**config.mk**
```make
export PLATFORM = sky130hd
export DESIGN_NAME = mem_port_arbiter
export DESIGN_NICKNAME = d
export VERILOG_FILES = /design/src/rtl/mem_port_arbiter_pkg.sv /design/src/rtl/mem_port_rr_pick.sv /design/src/rtl/mem_port_arbiter.sv
export SDC_FILE = /design/constraint.sdc
export NUM_CORES = 1
export LEC_CHECK = 0
export BUFFER_PORTS_ARGS = -buffer_cell sky130_fd_sc_hd__buf_2
export CORE_AREA = 5 5 533 535
export DETAILED_ROUTE_END_ITERATION = 6
export DIE_AREA = 0 0 538 540
export PLACE_DENSITY = 0.3
export SKIP_CTS_REPAIR_TIMING = 1
export SLEW_MARGIN = 20
export SYNTH_ARGS = -nofsm -noshare
export SYNTH_HDL_FRONTEND = slang
export SYNTH_SLANG_ARGS = --single-unit
```
**constraint.sdc**
```tcl
create_clock -name clk_i -period 1.87 [get_ports clk_i]
set_input_delay 0.374 -clock clk_i [delete_from_list [all_inputs] [get_ports clk_i]]
set_output_delay 0.374 -clock clk_i [all_outputs]
set_load 0.01 [all_outputs]
```
**src/rtl/mem_port_arbiter_pkg.sv**
```systemverilog
// Shared types and constants for the two-requester memory port arbiter.
// Used by mem_port_arbiter and mem_port_rr_pick.
package mem_port_arbiter_pkg;

    typedef enum logic [1:0] {
        ST_IDLE = 2'd0,
        ST_BUSY = 2'd1,
        ST_GAP  = 2'd2
    } arb_state_e;

    localparam logic GNT_IC = 1'b0;
    localparam logic GNT_DC = 1'b1;

    localparam int LINE_W     = 256;
    localparam int ADDR_W_DEF = 32;

    // Saturating 32-bit event counter step.
    function automatic logic [31:0] sat_inc(input logic [31:0] v, input logic en);
        return (en && (v != 32'hFFFF_FFFF)) ? v + 32'd1 : v;
    endfunction

endpackage

```
**src/rtl/mem_port_rr_pick.sv**
```systemverilog
// Combinational 2-way picker: round-robin against the last winner, or fixed
// priority with dcache winning ties.
module mem_port_rr_pick
    import mem_port_arbiter_pkg::*;
(
    input  logic ic_req_i,
    input  logic dc_req_i,
    input  logic last_i,
    input  logic rr_en_i,
    output logic winner_o
);

    always_comb begin
        winner_o = GNT_IC;
        if (ic_req_i && dc_req_i) begin
            winner_o = rr_en_i ? ~last_i : GNT_DC;
        end else if (dc_req_i) begin
            winner_o = GNT_DC;
        end
    end

endmodule

```
**src/rtl/mem_port_arbiter.sv**
```systemverilog
// Shares one memory port between icache and dcache: IDLE -> BUSY -> GAP per
// transaction. Optional perf counters enabled by MEM_PORT_ARBITER_PERF_EN.
module mem_port_arbiter
    import mem_port_arbiter_pkg::*;
#(
    parameter int ADDR_W      = ADDR_W_DEF,
    parameter int DATA_W      = LINE_W,
    parameter int RR_EN_PARAM = 1
) (
    input  logic              clk_i,
    input  logic              rst_i,
    input  logic              ic_req_i,
    input  logic              ic_write_i,
    input  logic [ADDR_W-1:0] ic_addr_i,
    input  logic [DATA_W-1:0] ic_data_i,
    output logic              ic_ack_o,
    input  logic              dc_req_i,
    input  logic              dc_write_i,
    input  logic [ADDR_W-1:0] dc_addr_i,
    input  logic [DATA_W-1:0] dc_data_i,
    output logic              dc_ack_o,
    output logic [DATA_W-1:0] rdata_o,
    output logic              mem_enable_o,
    output logic              mem_write_o,
    output logic [ADDR_W-1:0] mem_addr_o,
    output logic [DATA_W-1:0] mem_data_o,
    input  logic [DATA_W-1:0] mem_data_i,
    input  logic              mem_ack_i,
`ifdef MEM_PORT_ARBITER_PERF_EN
    output logic [31:0]       perf_ic_grants_o,
    output logic [31:0]       perf_dc_grants_o,
    output logic [31:0]       perf_wait_cycles_o,
`endif
    output logic              busy_o,
    output logic              grant_o
);

    arb_state_e        state_q, state_d;
    logic              mem_enable_q, mem_enable_d;
    logic              mem_write_q, mem_write_d;
    logic [ADDR_W-1:0] mem_addr_q, mem_addr_d;
    logic [DATA_W-1:0] mem_data_q, mem_data_d;
    logic              busy_q, busy_d;
    logic              grant_q, grant_d;
    logic              last_q, last_d;
    logic              winner;
    logic              start_txn;

    mem_port_rr_pick u_pick (
        .ic_req_i (ic_req_i),
        .dc_req_i (dc_req_i),
        .last_i   (last_q),
        .rr_en_i  (RR_EN_PARAM != 0),
        .winner_o (winner)
    );

    assign start_txn = (state_q == ST_IDLE) && (ic_req_i || dc_req_i);

    always_comb begin
        state_d      = state_q;
        mem_enable_d = mem_enable_q;
        mem_write_d  = mem_write_q;
        mem_addr_d   = mem_addr_q;
        mem_data_d   = mem_data_q;
        busy_d       = busy_q;
        grant_d      = grant_q;
        last_d       = last_q;
        case (state_q)
            ST_IDLE: begin
                if (start_txn) begin
                    state_d      = ST_BUSY;
                    grant_d      = winner;
                    mem_enable_d = 1'b1;
                    busy_d       = 1'b1;
                    mem_write_d  = (winner == GNT_DC) ? dc_write_i : ic_write_i;
                    mem_addr_d   = (winner == GNT_DC) ? dc_addr_i  : ic_addr_i;
                    mem_data_d   = (winner == GNT_DC) ? dc_data_i  : ic_data_i;
                end
            end
            ST_BUSY: begin
                // Command stays latched; requester inputs are ignored until the ack.
                if (mem_ack_i) begin
                    state_d      = ST_GAP;
                    mem_enable_d = 1'b0;
                    mem_write_d  = 1'b0;
                    busy_d       = 1'b0;
                    last_d       = grant_q;
                end
            end
            ST_GAP:  state_d = ST_IDLE;
            default: state_d = ST_IDLE;
        endcase
    end

    always_ff @(posedge clk_i or negedge rst_i) begin
        if (!rst_i) begin
            state_q      <= ST_IDLE;
            mem_enable_q <= 1'b0;
            mem_write_q  <= 1'b0;
            mem_addr_q   <= '0;
            mem_data_q   <= '0;
            busy_q       <= 1'b0;
            grant_q      <= GNT_IC;
            last_q       <= GNT_IC;
        end else begin
            state_q      <= state_d;
            mem_enable_q <= mem_enable_d;
            mem_write_q  <= mem_write_d;
            mem_addr_q   <= mem_addr_d;
            mem_data_q   <= mem_data_d;
            busy_q       <= busy_d;
            grant_q      <= grant_d;
            last_q       <= last_d;
        end
    end

    assign ic_ack_o     = mem_ack_i && (state_q == ST_BUSY) && (grant_q == GNT_IC);
    assign dc_ack_o     = mem_ack_i && (state_q == ST_BUSY) && (grant_q == GNT_DC);
    assign rdata_o      = mem_data_i;
    assign mem_enable_o = mem_enable_q;
    assign mem_write_o  = mem_write_q;
    assign mem_addr_o   = mem_addr_q;
    assign mem_data_o   = mem_data_q;
    assign busy_o       = busy_q;
    assign grant_o      = grant_q;

`ifdef MEM_PORT_ARBITER_PERF_EN
    logic [31:0] ic_grants_q, ic_grants_d;
    logic [31:0] dc_grants_q, dc_grants_d;
    logic [31:0] wait_q, wait_d;
    logic        ic_owns, dc_owns, any_wait;

    assign ic_owns  = (state_q == ST_BUSY) && (grant_q == GNT_IC);
    assign dc_owns  = (state_q == ST_BUSY) && (grant_q == GNT_DC);
    assign any_wait = (ic_req_i && !ic_owns) || (dc_req_i && !dc_owns);

    always_comb begin
        ic_grants_d = sat_inc(ic_grants_q, start_txn && (winner == GNT_IC));
        dc_grants_d = sat_inc(dc_grants_q, start_txn && (winner == GNT_DC));
        wait_d      = sat_inc(wait_q, any_wait);
    end

    always_ff @(posedge clk_i or negedge rst_i) begin
        if (!rst_i) begin
            ic_grants_q <= '0;
            dc_grants_q <= '0;
            wait_q      <= '0;
        end else begin
            ic_grants_q <= ic_grants_d;
            dc_grants_q <= dc_grants_d;
            wait_q      <= wait_d;
        end
    end

    assign perf_ic_grants_o   = ic_grants_q;
    assign perf_dc_grants_o   = dc_grants_q;
    assign perf_wait_cycles_o = wait_q;
`endif

endmodule
```
==> key figures <==
Route
  – Per-cell routed wire length: 22.3 um
  – Routed vias/inst: 2.19
  – Remaining DRCs: 0
  – Routed Wire Length: 127000 um
  – DR pass1 iterations: 6
  – Vias: 12500
  – Initial DRC Count: 329
  – Routed Antenna Nets: 0

Global route
  – Largest net degree at the start of global routing: 67
  – Antenna violations before repair: 12
  – GRT Util Overall: 7.95%
  – First-pass GRT wire length: 150000 um
  – Vias in the first global route: 14200
  – GRT overflow: 0

Logic synthesis
  – Adder-Cell Fraction of Synth Area: 0%
  – Synth Area in XOR/XNOR: 0%
  – Synth area leaders: dfrtp_1, mux2_2, buf_4, mux2_1, buf_2
  – Mux cell area share after synthesis: 40.0%
  – Combinational family with the most area after synthesis: multiplexers
  – Top-area cell type share of the netlist area: 45.2%
  – Mapped cell area: 16300 sq um
  – Synth cell types: 17
  – Synth Area in Compound Gates: 0.215%
  – Seq/Total Area, Yosys: 45.2%
  – Synth Area in Simple Gates: 0.223%
  – #FFs+latches synth: 294
  – Area leader, netlist: dfrtp_1
  – Synthesis Warnings: 0
  – Avg Synthesized Cell Area: 13.5 sq um
  – Syn Inst Count: 1209
  – Syn_nets: 2048

Clock network
  – CTS tree: yes
  – Root Buffer Master: clkbuf_16
  – Clock Path Buffers: 3
  – CTS Buf Count: 45
  – Worst-skew pair later-pin latency: 0.66 ns
  – H-tree depth: 2
  – Clk pin slew, worst setup/hold paths: 0.06 ns
  – Clk sinks: 294

Place
  – PortBufs: 876
  – GP Congestion: 0.801
  – Cells after DPL: 5572
  – Post-DP HPWL: 106000 um

Power and ir drop
  – Comb power frac: 49.5%
  – Switching power: 0.0171 W
  – P_leak: 11.5 nW
  – Flop pwr share: 28.6%
  – Total internal power: 0.0244 W
  – Sw Ratio: 41.2%
  – P per Cell Area: 1550 nW/um^2
  – Overall power: 0.0415 W
  – Clk pwr share: 21.9%
  – Max IR drop VDD: 0.534 mV

Timing
  – Final Hold Viols: 0
  – Final period util: 106%
  – Slew @ Worst Pin: 0.454 ns
  – Unrepaired setup endpoints after global routing: true
  – Final setup viols: 100
  – Slew HR: 69.7%
  – Max Freq: 506 MHz
  – Setup WS post-layout: -0.106 ns
  – Hold_ws: 0.0650 ns
  – Total Negative Setup Slacks: -4.72 ns
  – Final Skew: 0.0407 ns
  – Fin crit period: 1.98 ns
  – Final Slew Violations: 0

Cells and area
  – Layout cell share with drive strength beyond 1: 82.8%
  – Layout area overhead: 64.9%
  – Most common cell after layout, fill and taps aside: buf_2
  – Nets: 2774
  – Filler cells: 32200
  – Commonest non-fill, non-tap cells in the layout: buf_2, mux2_2, dfrtp_1
  – Fin cells: 5694
  – Fin util: 9.64%

Worst hold path
  – Hold Path Class: input port to flop

Critical path
  – Crit path depth: 7
  – CP Data Required Time: 2.38 ns
  – Top delay family on crit path: buffers and inverters
  – CP arrival: 2.49 ns
  – Crit start category: flop
  – Critical-path cell list: a21bo_4, buf_12, buf_16, buf_6, clkbuf_16, mux2_2, mux2_2
  – Slowest CP cell: dfrtp_1
  – Reg2reg end: mem_data_o[12]$_DFFE_PN0P_
  – Reg2Reg Depth: 7
  – Worst Path Max Fanout: 10
  – CP endpoint kind: flop
  – Worst path most repeated cell: mux2_2
  – Reg-to-Reg Start: last_q$_DFFE_PN0P_
  – Setup CP Type: flop to flop
  – Crit-path max cell delay: 0.38 ns
  – WP buf/inv: 4
  – Critical Path End: mem_data_o[12]$_DFFE_PN0P_
  – Worst setup path startpoint: last_q$_DFFE_PN0P_
  – R2R Setup Slk: -0.11 ns

Run
  – Maxcap violations: 0

Run status
  – Status: finished, violations left
  – Failing checks: negative setup slack

Floorplan
  – Die width: 538 um
  – Die height: 540 um
  – Starting Density: 5.84%
  – Core area: 278000 sq um
  – Die ar.: 291000 sq um
  – Rows: 194
  – Io pins: 1389
## synth_stat cells (all sizes together)
library cell,n
a21o,1
clkbuf,3
a21bo,1
o21ai,2
mux2i,3
inv,2
nand2,3
nand2b,1
o21a,1
mux2,576
buf,318
dfrtp,294
nand3b,1
nor2,3
## how the worst min path moves through the flow
stage / depth (start not counted) / start / endpoint
floorplan: 0 / rst_i / busy_o$_DFFE_PN0P_
global placement: 1 / rst_i / mem_data_o[26]$_DFFE_PN0P_
detailed placement: 1 / rst_i / mem_data_o[26]$_DFFE_PN0P_
CTS: 1 / rst_i / mem_data_o[30]$_DFFE_PN0P_
global route: 3 / dc_data_i[168] / mem_data_o[168]$_DFFE_PN0P_
finish: 3 / dc_data_i[185] / mem_data_o[185]$_DFFE_PN0P_
## per-stage QoR
stage | area [sq um] | worst slack, ns
2_1_floorplan | 16300 | 0.142
3_3_place_gp | 23900 | -0.198
3_5_place_dp | 23900 | -0.189
4_1_cts | 25400 | -0.239
5_1_grt | 26800 | -0.222
6_report | 26800 | -0.106
## sequential cells by signal, indices dropped and copies added, names as in the netlist
register and cells:
busy_o 1, grant_o 1, last_q 1, mem_addr_o 32
mem_data_o 256, mem_write_o 1, state_q 2
## worst reg2reg max path, delay by kind of cell, from the launching register on
kind,cells,cell delay (ns)
DFF,1,0.38
muxes,2,0.61
AOI/OAI and AO/OA,1,0.20
buffers and inverters,4,0.69
## power by group through the flow
stage | logic [W] | clock network (W) | registers [W]
6_report | 0.0205 | 0.00907 | 0.0119
4_1_cts | 0.0199 | 0.00966 | 0.0120
3_5_place_dp | 0.0199 | 0 | 0.0120
5_1_grt | 0.0228 | 0.00980 | 0.0123
3_3_place_gp | 0.0199 | 0 | 0.0120
2_1_floorplan | 0.00713 | 0 | 0.0129
## layout make-up
class	instances	area [sq um]	share of cell area, %
clock buffers	63	1260	4.71
flip-flops and latches	294	7370	27.4
inverters	2	7.51	0.0280
repair buffers	1000	6160	22.9
multi-input cells	592	7130	26.6
diodes	1	2.50	0.00932
clock inverters	18	255	0.951
well taps	3724	4660	17.4
## metal layers
metal | GRT usage (%) | part of all wire, %
met1 | 7.27 | 32
met4 | 3.64 | 4.9
met5 | 0.0987 | 0.037
met3 | 6.41 | 18
met2 | 12.8 | 46
## kinds of logic after synthesis
logic type      count (synthesis)
simple gates                    8
compound gates                  5
mux                           579
flops                         294
buf+inv                       323
Note: power is estimated with default switching activity, not from simulation.
